[config.mk]
export PLATFORM = sky130hd
export DESIGN_NAME = logic_unit_serial
export DESIGN_NICKNAME = d
export VERILOG_FILES = /design/src/rtl/logic_unit_serial.sv
export SDC_FILE = /design/constraint.sdc
export NUM_CORES = 1
export LEC_CHECK = 0
export CORE_MARGIN = 10
export CORE_UTILIZATION = 55
export DETAILED_ROUTE_END_ITERATION = 12
export PLACE_DENSITY = 0.83
export SLEW_MARGIN = 20
export SYNTH_ARGS = -nofsm -noshare
export SYNTH_HDL_FRONTEND = slang
export SYNTH_SLANG_ARGS = --single-unit
[constraint.sdc]
create_clock -name clk -period 7.4 [get_ports clk]
set_input_delay 1.11 -clock clk [delete_from_list [all_inputs] [get_ports clk]]
set_output_delay 1.11 -clock clk [all_outputs]
set_load 0.1 [all_outputs]
[src/rtl/logic_unit_serial.sv]
// -----------------------------------------------------------------------------
// logic_unit_serial
//
// Slice-serial bitwise logic unit with status flags. Accepts one operand pair
// and an opcode over a valid/ready handshake. It evaluates SLICE bits per
// clock, starting at the least significant slice, so an operation takes
// N = WIDTH/SLICE compute cycles. The finished result and its flags are held
// until the consumer takes them.
//
// Parameters
//   WIDTH  operand/result width (>= 1)
//   SLICE  bits evaluated per cycle (must divide WIDTH exactly)
//
// Ports
//   clk          clock, rising edge
//   rst          asynchronous active-high reset
//   in_valid     operand pair + opcode present
//   in_ready     unit idle and able to accept
//   a, b         operands
//   op           000 AND, 001 OR, 010 XOR, 011 XNOR,
//                100 NAND, 101 NOR, 110 NOT a, 111 PASS a
//   out_valid    result and flags valid
//   out_ready    consumer takes the result
//   result       operation result
//   zero_flag    result == 0
//   neg_flag     result MSB
//   parity_flag  XOR-reduction of result (1 = odd number of ones)
//   busy         unit is not idle
// -----------------------------------------------------------------------------
module logic_unit_serial #(
    parameter int WIDTH = 16,
    parameter int SLICE = 4
) (
    input  logic             clk,
    input  logic             rst,
    input  logic             in_valid,
    output logic             in_ready,
    input  logic [WIDTH-1:0] a,
    input  logic [WIDTH-1:0] b,
    input  logic [2:0]       op,
    output logic             out_valid,
    input  logic             out_ready,
    output logic [WIDTH-1:0] result,
    output logic             zero_flag,
    output logic             neg_flag,
    output logic             parity_flag,
    output logic             busy
);

    localparam int N     = WIDTH / SLICE;
    localparam int CNT_W = (N > 1) ? $clog2(N) : 1;
    localparam logic [CNT_W-1:0] LAST_CNT = CNT_W'(N - 1);

    typedef enum logic [1:0] {
        ST_IDLE = 2'd0,
        ST_BUSY = 2'd1,
        ST_DONE = 2'd2
    } state_t;

    state_t             r_state;
    logic [WIDTH-1:0]   r_a;
    logic [WIDTH-1:0]   r_b;
    logic [2:0]         r_op;
    logic [CNT_W-1:0]   r_cnt;
    logic [WIDTH-1:0]   r_result;
    logic               r_zero;
    logic               r_neg;
    logic               r_parity;
    logic               r_out_valid;

    // Bit offset of the slice being evaluated this cycle.
    logic [31:0]        w_shift;
    logic [SLICE-1:0]   w_a_slice;
    logic [SLICE-1:0]   w_b_slice;
    logic [SLICE-1:0]   w_slice_res;
    logic [WIDTH-1:0]   w_slice_mask;
    logic [WIDTH-1:0]   w_slice_val;
    logic [WIDTH-1:0]   w_next_result;

    assign w_shift   = 32'(r_cnt) * 32'(SLICE);
    // One shifter per operand selects the active slice, so the per-cycle
    // logic stays SLICE bits wide regardless of WIDTH.
    assign w_a_slice = SLICE'(r_a >> w_shift);
    assign w_b_slice = SLICE'(r_b >> w_shift);

    // Purely bitwise: each bit of the slice depends only on its own a/b bit.
    generate
        for (genvar gi = 0; gi < SLICE; gi++) begin : g_bit
            always_comb begin
                w_slice_res[gi] = 1'b0;
                case (r_op)
                    3'b000:  w_slice_res[gi] =   w_a_slice[gi] & w_b_slice[gi];
                    3'b001:  w_slice_res[gi] =   w_a_slice[gi] | w_b_slice[gi];
                    3'b010:  w_slice_res[gi] =   w_a_slice[gi] ^ w_b_slice[gi];
                    3'b011:  w_slice_res[gi] = ~(w_a_slice[gi] ^ w_b_slice[gi]);
                    3'b100:  w_slice_res[gi] = ~(w_a_slice[gi] & w_b_slice[gi]);
                    3'b101:  w_slice_res[gi] = ~(w_a_slice[gi] | w_b_slice[gi]);
                    3'b110:  w_slice_res[gi] =  ~w_a_slice[gi];
                    default: w_slice_res[gi] =   w_a_slice[gi];
                endcase
            end
        end
    endgenerate

    // Merge the freshly computed slice into the result word. The flags are
    // taken from this merged value on the final slice, so they reflect the
    // completed result in the same edge that raises out_valid.
    assign w_slice_mask  = WIDTH'({SLICE{1'b1}}) << w_shift;
    assign w_slice_val   = WIDTH'(w_slice_res) << w_shift;
    assign w_next_result = (r_result & ~w_slice_mask) | w_slice_val;

    always_ff @(posedge clk or posedge rst) begin
        if (rst) begin
            r_state     <= ST_IDLE;
            r_a         <= '0;
            r_b         <= '0;
            r_op        <= '0;
            r_cnt       <= '0;
            r_result    <= '0;
            r_zero      <= 1'b0;
            r_neg       <= 1'b0;
            r_parity    <= 1'b0;
            r_out_valid <= 1'b0;
        end else begin
            case (r_state)
                ST_IDLE: begin
                    if (in_valid) begin
                        r_a     <= a;
                        r_b     <= b;
                        r_op    <= op;
                        r_cnt   <= '0;
                        r_state <= ST_BUSY;
                    end
                end
                ST_BUSY: begin
                    r_result <= w_next_result;
                    if (r_cnt == LAST_CNT) begin
                        r_cnt       <= '0;
                        r_zero      <= ~|w_next_result;
                        r_neg       <= w_next_result[WIDTH-1];
                        r_parity    <= ^w_next_result;
                        r_out_valid <= 1'b1;
                        r_state     <= ST_DONE;
                    end else begin
                        r_cnt <= r_cnt + 1'b1;
                    end
                end
                ST_DONE: begin
                    // New requests are ignored here; result and flags hold
                    // until the consumer takes them.
                    if (out_ready) begin
                        r_out_valid <= 1'b0;
                        r_state     <= ST_IDLE;
                    end
                end
                default: begin
                    r_state <= ST_IDLE;
                end
            endcase
        end
    end

    assign in_ready    = (r_state == ST_IDLE) && !rst;
    assign busy        = (r_state != ST_IDLE);
    assign out_valid   = r_out_valid;
    assign result      = r_result;
    assign zero_flag   = r_zero;
    assign neg_flag    = r_neg;
    assign parity_flag = r_parity;

endmodule

==> flow_summary.yaml, run 1 <==
setup_path:
  ff2ff_path_depth: 11
  crit_chain: "clkdlybuf4s50_1, nor2_1, clkdlybuf4s50_1"
  cp.arrival_ps: 2800
  rr_startpoint: "r_cnt[0]$_DFFE_PP0P_"
  cp-start-kind: "input port"
  critPathLaunch: "rst"
  cpMaxStageDelayCell: "clkdlybuf4s50_1"
  path_common_cell: "clkdlybuf4s50_1"
  crit_path_max_fanout: 2
  end_kind: "output pin"
  path_class: "input port to output pin"
  cp_slowest_stage_delay_ps: 1140
  cp.required_ps: 6290
  rrSetupSlack_ps: 3500
  timing.rr.end: "parity_flag$_DFFE_PP0P_"
global_routing:
  overflow: 0
  grt_pass1_wl_um: 12700
  grt_usage: 0.162
  grt_antenna_before_repair: 0
  grt_max_degree: 60
  grt_pass1_vias: 2587
run_status:
  status: "finished clean"
clocking:
  htreeDepth: 3
  cts.sinks: 59
  post-cts-setup-buffers: 0
  clock_latency_ps: 350
  cts_root_buf: "clkbuf_8"
  hold_buffers: 0
  path_clk_slew_ps: 60
  cts_made_buffers: 9
  cts_tree: "done"
  cts_resized: 0
  cts.path.max_buffers: 2
placement:
  gp_congestion: 0.908
  dp_cells: 417
  port_buffers: 60
  dpl.hpwl_um: 5500
synthesis:
  ys_async_sr_fraction: 1.00
  synth_fp_nets: 352
  syn_area_sq_um: 3350
  synth.most_common_cell: "dfrtp_1"
  synth_area_leader_cell: "dfrtp_1"
  ys_seq_area_frac: 0.440
  netlist_instances: 293
  synth_edf_count: 0
  synth_area_per_cell_sq_um: 11.4
  yosysWarnings: 0
  synthFlopType: "dfrtp_1"
  synth-seq-cells: 59
  synth_top_area_frac: 0.440
  ys_top_cells_by_count: "dfrtp_1, mux2_2, nand2_1"
  synth_area_leaders: "dfrtp_1, mux2_2, ha_1"
  ys_types: 39
cells_and_area:
  nets: 412
  final_layout_size_suffix_gt1_frac: 0.182
  diodes: 0
  post-route-util: 0.701
  area_delta_synth_final_pct: 23.8
  fillCellCount: 452
  final_cell_count_no_fill: 433
timing:
  skew_ps: 5.10
  drv_slew: 0
  setup_viol: 0
  tightest_slew_ps: 1020
  period_share: 0.528
  slew_headroom: 0.322
  rsz0062_at_grt: "false"
  timing.hold.ws_ps: 480
  fmax_mhz: 256
  fin_crit_ps: 3910
  timing.setup.tns_ps: 0
  hold_violations: 0
drt:
  dr.pass1.iters: 5
  drt_first_iter_violations: 129
  wirelength_um: 7580
  drc: 0
  routed_via_density: 5.67
  vias: 2454
  antenna_left: 0
  wl_per_cell_um: 17.5
floorplanning:
  num_rows: 28
  die_y_um: 98.1
  initial_core_util: 0.566
  die_x_um: 98.1
  die_area_sq_um: 9620
  core-area_sq_um: 5920
  io_pins: 61
worst_hold_path:
  whs_path_depth: 1
  worstHoldStart: "r_b[0]$_DFFE_PP0P_"
  holdPathEnd: "r_b[0]$_DFFE_PP0P_"
  hold_class: "flip-flop to flip-flop"
run:
  cap_violations: 0
[worst max-delay path by stage]
stage	to	slack [ps]
4_1_cts	in_ready	3480
2_1_floorplan	in_ready	3650
6_report	in_ready	3490
3_5_place_dp	in_ready	3490
5_1_grt	parity_flag$_DFFE_PP0P_	3350
3_3_place_gp	in_ready	3490
[placed cells by master (no fill, tap or decap), types with 3 or more instances in the layout]
cell type / count
o21ai_0: 19
o21a_1: 4
nand2_1: 31
nor3_1: 4
inv_1: 16
nor2_1: 8
a2111oi_1: 3
o221a_2: 4
ha_1: 20
o31ai_1: 3
nor2b_1: 17
clkbuf_8: 11
mux2_2: 32
mux2i_1: 4
a21oi_1: 17
o32ai_1: 3
clkdlybuf4s50_1: 60
mux4_2: 3
xnor2_1: 7
dfrtp_1: 59
mux2_1: 3
mux4_1: 5
[flip-flops by register name (all words and copies together) (netlist names)]
register,cells
result,16
parity_flag,1
r_cnt,2
r_a,16
out_valid,1
zero_flag,1
r_state,2
neg_flag,1
r_b,16
r_op,3
[worst max-delay path: cells and delay by family]
| kind | cells | cell delay (ps) |
|---|---|---|
| simple gates | 1 | 110 |
| buf+inv | 2 | 1570 |
[cells by family (layout without fill, tap and decap cells)]
logic type      count (synthesis)  in the layout  synth area share
simple gates                   70             70             0.101
compound gates                 61             61             0.132
flops                          59             59             0.440
mux                            47             47             0.189
buf+inv                        29             94            0.0444
fa+ha+maj                      20             20            0.0746
xor+xnor                        7              7            0.0183
[metal layers]
| metal | share of wire | vias up | track usage |
|---|---|---|---|
| met3 | 0.060 | 13 | 0.0458 |
| met1 | 0.43 | 1187 | 0.193 |
| met2 | 0.49 | 77 | 0.262 |
| met5 | 0 | - | 0 |
| met4 | 0.019 | 0 | 0.0761 |
| li1 | - | 1177 | - |
[final cells by class]
type                    count  area, sq um  share of cell area
multi-input cells         205         1730               0.416
flip-flops and latches     59         1480               0.356
repair buffers             61          608               0.147
clock buffers              12          155              0.0374
well taps                  75         93.8              0.0226
inverters                  17         63.8              0.0154
clock inverters             4         25.0             0.00603
[through the flow]
stage               setup WS, ps  cell area (sq um)
floorplan                   3650               3350
global placement            3490               3970
detailed placement          3490               3970
CTS                         3480               4150
global route                3350               4150
finish                      3490               4150
Power of run 1 is left out: the tool's default activity adds up to more than one toggle a clock period on the data nets, which glitch-free logic cannot reach.
==> run 2, diff against run 1 <==
CORE_UTILIZATION = 48   (was 55)
PLACE_DENSITY = 0.77   (was 0.83)
clock period = 3.2 ns   (was 7.4 ns; I/O delays follow)
==> run 2 against run 1 <==
  * The flow now finishes with violations (setup timing)
  * Highest routed layer unchanged
  * Sequential cell count unchanged
  * Die area up 12%
  * Non-clock buffer count up 24
  * Core utilization shrank 5.1 points
  * Final area grew 6.3%
  * Cell count is 10% higher
  * Global-route usage decreased by 1.1 points
  * Sequential share of layout area down 2.1 points
==> flow_summary.yaml, run 2 (synthesized netlist as in run 1, its figures left out) <==
setup_path:
  cpMaxStageDelayCell: "mux4_2"
  end_kind: "flip-flop"
  rrSetupSlack_ps: -50
  crit_path_max_fanout: 5
  path_class: "flip-flop to flip-flop"
  crit_chain: "buf_6, mux4_2, inv_1, ha_1, mux2i_1, o221a_2, o32a_4, a21oi_1, ha_1, xnor2_2, xnor2_1, xnor2_1, o21ai_1"
  cp-start-kind: "flip-flop"
  worst-path-buf-inv: 2
  cp.arrival_ps: 3460
  cp_slowest_stage_delay_ps: 550
  cp.required_ps: 3420
  path_delay_family: "compound AO/OA/AOI/OAI gates"
drt:
  drt_first_iter_violations: 144
  vias: 2573
  antenna_left: 0
  wirelength_um: 8140
  dr.pass1.iters: 5
  wl_per_cell_um: 17.0
  drc: 0
  routed_via_density: 5.38
run:
  cap_violations: 0
clocking:
  cts_root_buf: "clkbuf_8"
  path_clk_slew_ps: 70
  cts_tree: "done"
  cts.path.max_buffers: 2
  clock_latency_ps: 350
  cts.sinks: 59
  cts_made_buffers: 9
  htreeDepth: 3
timing:
  timing.setup.tns_ps: -47.3
  drv_slew: 0
  period_share: 1.01
  setup_slack_ps: -47.3
  fmax_mhz: 308
  rsz0062_at_grt: "true"
  tightest_slew_ps: 637
  hold_violations: 0
  setup_viol: 1
  slew_headroom: 0.575
  skew_ps: 10.5
  fin_crit_ps: 3250
cells_and_area:
  diodes: 0
  most-common-layout-cells: "dfrtp_1, buf_4, clkdlybuf4s50_1"
  area_delta_synth_final_pct: 31.6
  fillCellCount: 529
  nets: 436
  final_common_cell: "dfrtp_1"
  final_layout_size_suffix_gt1_frac: 0.346
  multi_input_area_sq_um: 1830
  register_area_sq_um: 1480
global_routing:
  use_met2: 0.242
  gr-usage-met3: 0.0440
  grt_pass1_vias: 2693
  grt_max_degree: 38
  gr-usage-met1: 0.180
  grt_usage: 0.150
  grt_antenna_before_repair: 0
  overflow: 0
  grt_pass1_wl_um: 13300
  top_usage_layer: "met2"
floorplanning:
  die_y_um: 104
  die_x_um: 104
  core-area_sq_um: 6790
  initial_core_util: 0.494
  die_area_sq_um: 10700
  num_rows: 30
  io_pins: 61
placement:
  dpl.hpwl_um: 5850
  gp_congestion: 0.881
  pre_cts_slack_ps: -163
  port_buffers: 60
run_status:
  failed_checks: "setup timing"
  status: "finished, violations left"
worst_hold_path:
  hold_class: "flip-flop to flip-flop"
[run 2: cell count changes in the layout (fill, tap and decap cells not counted), sizes merged]
| cell | before | now |
|---|---|---|
| inv | 17 | 19 |
| clkbuf | 12 | 9 |
| clkinv | 2 | 1 |
| clkdlybuf4s50 | 60 | 38 |
| clkinvlp | 2 | 4 |
| buf | 1 | 47 |
[run 2: worst paths after layout]
check,from,to,cells after the start
setup / recovery,r_cnt[0]$_DFFE_PP0P_,parity_flag$_DFFE_PP0P_,13
min in group asynchronous,rst,result[0]$_DFFE_PP0P_,3
setup reg to reg,r_cnt[0]$_DFFE_PP0P_,parity_flag$_DFFE_PP0P_,13
max in group asynchronous,rst,r_cnt[1]$_DFFE_PP0P_,3
hold / removal,zero_flag$_DFFE_PP0P_,zero_flag$_DFFE_PP0P_,2
hold reg to reg,zero_flag$_DFFE_PP0P_,zero_flag$_DFFE_PP0P_,2
[run 2: metrics by stage]
stage	cells	util	hold slack, ps	cell area [sq um]
2_1_floorplan	293	-	449	3360
3_3_place_gp	459	0.605	464	4110
3_5_place_dp	459	0.605	482	4110
4_1_cts	478	0.645	497	4380
5_1_grt	478	0.650	509	4410
6_report	478	0.650	491	4410
[run 2: routing by layer]
metal / up-vias / wire [um]
li1: 1222 / -
met1: 1252 / 3480
met2: 79 / 3930
met3: 20 / 521
met4: 0 / 208
met5: - / 0
[run 2: timing repair]
item / in CTS / in global routing
buffers inserted: 3 / 0
pin swaps: 16 / 6
setup endpoints to repair: 1 / 1
resized for setup: 22 / 5
hold buffers: 0 / 0
cloned: 0 / 0
[run 2: final cells by class]
| cell class | count | share of cell area |
|---|---|---|
| Timing Repair Buffer | 85 | 0.168 |
| Tap cell | 96 | 0.0272 |
| Clock inverter | 7 | 0.0119 |
| Sequential cell | 59 | 0.335 |
| Inverter | 17 | 0.0145 |
| Multi-Input combinational cell | 205 | 0.416 |
| Clock buffer | 9 | 0.0281 |
[run 2: worst register-to-register path, stage by stage, from the launching register on]
cell     delay, ps
dfrtp_1        380
buf_6          150
mux4_2         560
inv_1           80
ha_1           150
mux2i_1         70
o221a_2        280
o32a_4         390
a21oi_1        220
ha_1           300
xnor2_2        150
xnor2_1        180
xnor2_1        150
o21ai_1         70
Power of run 2 is left out for the same reason.
==> run 3, diff against run 2 <==
CORE_MARGIN = 1   (was 10)
CTS_CLUSTER_DIAMETER = 120   (was not set)
==> run 3 against run 2 <==
  * The run now ends clean
  * Clock skew shrank 5.4 ps
  * Clock-buffer cell count grew 2
  * Core utilization grew 2.7 points
  * Die area shrank 32%
  * Critical endpoint unchanged
==> flow_summary.yaml, run 3 (synthesized netlist as in run 1, its figures left out) <==
run_status:
  status: "finished clean"
floorplanning:
  die_y_um: 85.6
  num_rows: 30
  die_x_um: 85.6
  initial_core_util: 0.496
  core-area_sq_um: 6760
  die_area_sq_um: 7320
  io_pins: 61
setup_path:
  end_kind: "flip-flop"
  crit_path_max_fanout: 5
  cp-start-kind: "flip-flop"
  cp.arrival_ps: 3370
  path_class: "flip-flop to flip-flop"
  cp.required_ps: 3410
worst_hold_path:
  hold_class: "flip-flop to flip-flop"
global_routing:
  grt_max_degree: 60
  overflow: 0
  grt_usage: 0.225
  grt_antenna_before_repair: 0
  grt_pass1_wl_um: 12800
  grt_pass1_vias: 2609
drt:
  wl_per_cell_um: 17.0
  dr.pass1.iters: 4
  routed_via_density: 5.50
  drc: 0
  wirelength_um: 7900
  drt_first_iter_violations: 197
  antenna_left: 0
  vias: 2563
timing:
  drv_slew: 0
  skew_ps: 5.10
  setup_viol: 0
  slew_headroom: 0.540
  hold_violations: 0
  fin_crit_ps: 3150
  period_share: 0.986
  timing.setup.tns_ps: 0
  tightest_slew_ps: 689
  setup_slack_ps: 45.6
  fmax_mhz: 317
  rsz0062_at_grt: "true"
cells_and_area:
  final_layout_size_suffix_gt1_frac: 0.415
  diodes: 0
  area_delta_synth_final_pct: 36.2
  final_common_cell: "dfrtp_1"
  nets: 441
  most-common-layout-cells: "dfrtp_1, buf_4, clkdlybuf4s50_1"
placement:
  gp_congestion: 0.872
  port_buffers: 60
  dpl.hpwl_um: 5260
  pre_cts_slack_ps: -185
clocking:
  htreeDepth: 3
  clock_latency_ps: 340
  hold_buffers: 0
  cts_root_buf: "clkbuf_8"
  cts_tree: "done"
  cts.path.max_buffers: 2
  path_clk_slew_ps: 60
  cts_made_buffers: 9
  cts.sinks: 59
run:
  cap_violations: 0
[run 3: cell types whose count changed in the layout (fill, tap and decap cells not counted), sizes merged]
cell | previous run | this run
clkbuf | 9 | 11
inv | 19 | 17
buf | 47 | 52
clkinvlp | 4 | 2
bufinv | 0 | 1
[run 3: worst max-delay path: stages (launching register included)]
cell and delay (ps):
dfrtp_1 370, buf_6 150, mux4_2 550, ha_2 250, o21a_1 210, a2111oi_4 240, o32a_4 280, a21oi_2 70
ha_1 320, xnor2_1 220, xnor2_1 160, xnor2_1 140, o21ai_1 70
[run 3: per-layer routing]
layer	vias to the layer above	global-route usage	wire, um
met4	0	0.0833	169
met2	76	0.354	3870
met3	15	0.0452	337
met1	1238	0.311	3530
met5	-	0	0
li1	1234	-	-
[run 3: timing repair]
action | CTS | global route
endpoints found under the setup margin | 1 | 1
resized for setup | 15 | 39
buffers inserted | 4 | 4
pin swaps | 13 | 21
[run 3: per-stage QoR]
step | hold WS, ps | std cells | cell area [sq um] | utilization
finish | 481 | 466 | 4570 | 0.676
global route | 511 | 466 | 4570 | 0.676
CTS | 488 | 462 | 4380 | 0.649
detailed placement | 474 | 443 | 4100 | 0.607
global placement | 466 | 443 | 4100 | 0.607
floorplan | 449 | 293 | 3360 | -
[run 3: cell type report]
| cell class | instances | area, sq um |
|---|---|---|
| fillers | 518 | 2190 |
| clock buffers | 11 | 151 |
| inverters | 17 | 63.8 |
| flip-flops and latches | 59 | 1480 |
| multi-input cells | 205 | 1930 |
| repair buffers | 90 | 791 |
| clock inverters | 4 | 50.0 |
| well taps | 80 | 100 |
[run 3: worst paths after layout]
path,startpoint,end,slack [ps],cells past startpoint
worst max-delay path,r_cnt[0]$_DFFE_PP0P_,parity_flag$_DFFE_PP0P_,50,12
worst min-delay path,zero_flag$_DFFE_PP0P_,zero_flag$_DFFE_PP0P_,480,2
worst max register to register,r_cnt[0]$_DFFE_PP0P_,parity_flag$_DFFE_PP0P_,50,12
worst min register to register,zero_flag$_DFFE_PP0P_,zero_flag$_DFFE_PP0P_,480,2
max in group asynchronous,rst,r_cnt[1]$_DFFE_PP0P_,2400,3
min in group asynchronous,rst,out_valid$_DFFE_PP0P_,540,3
Power of run 3 is left out for the same reason.
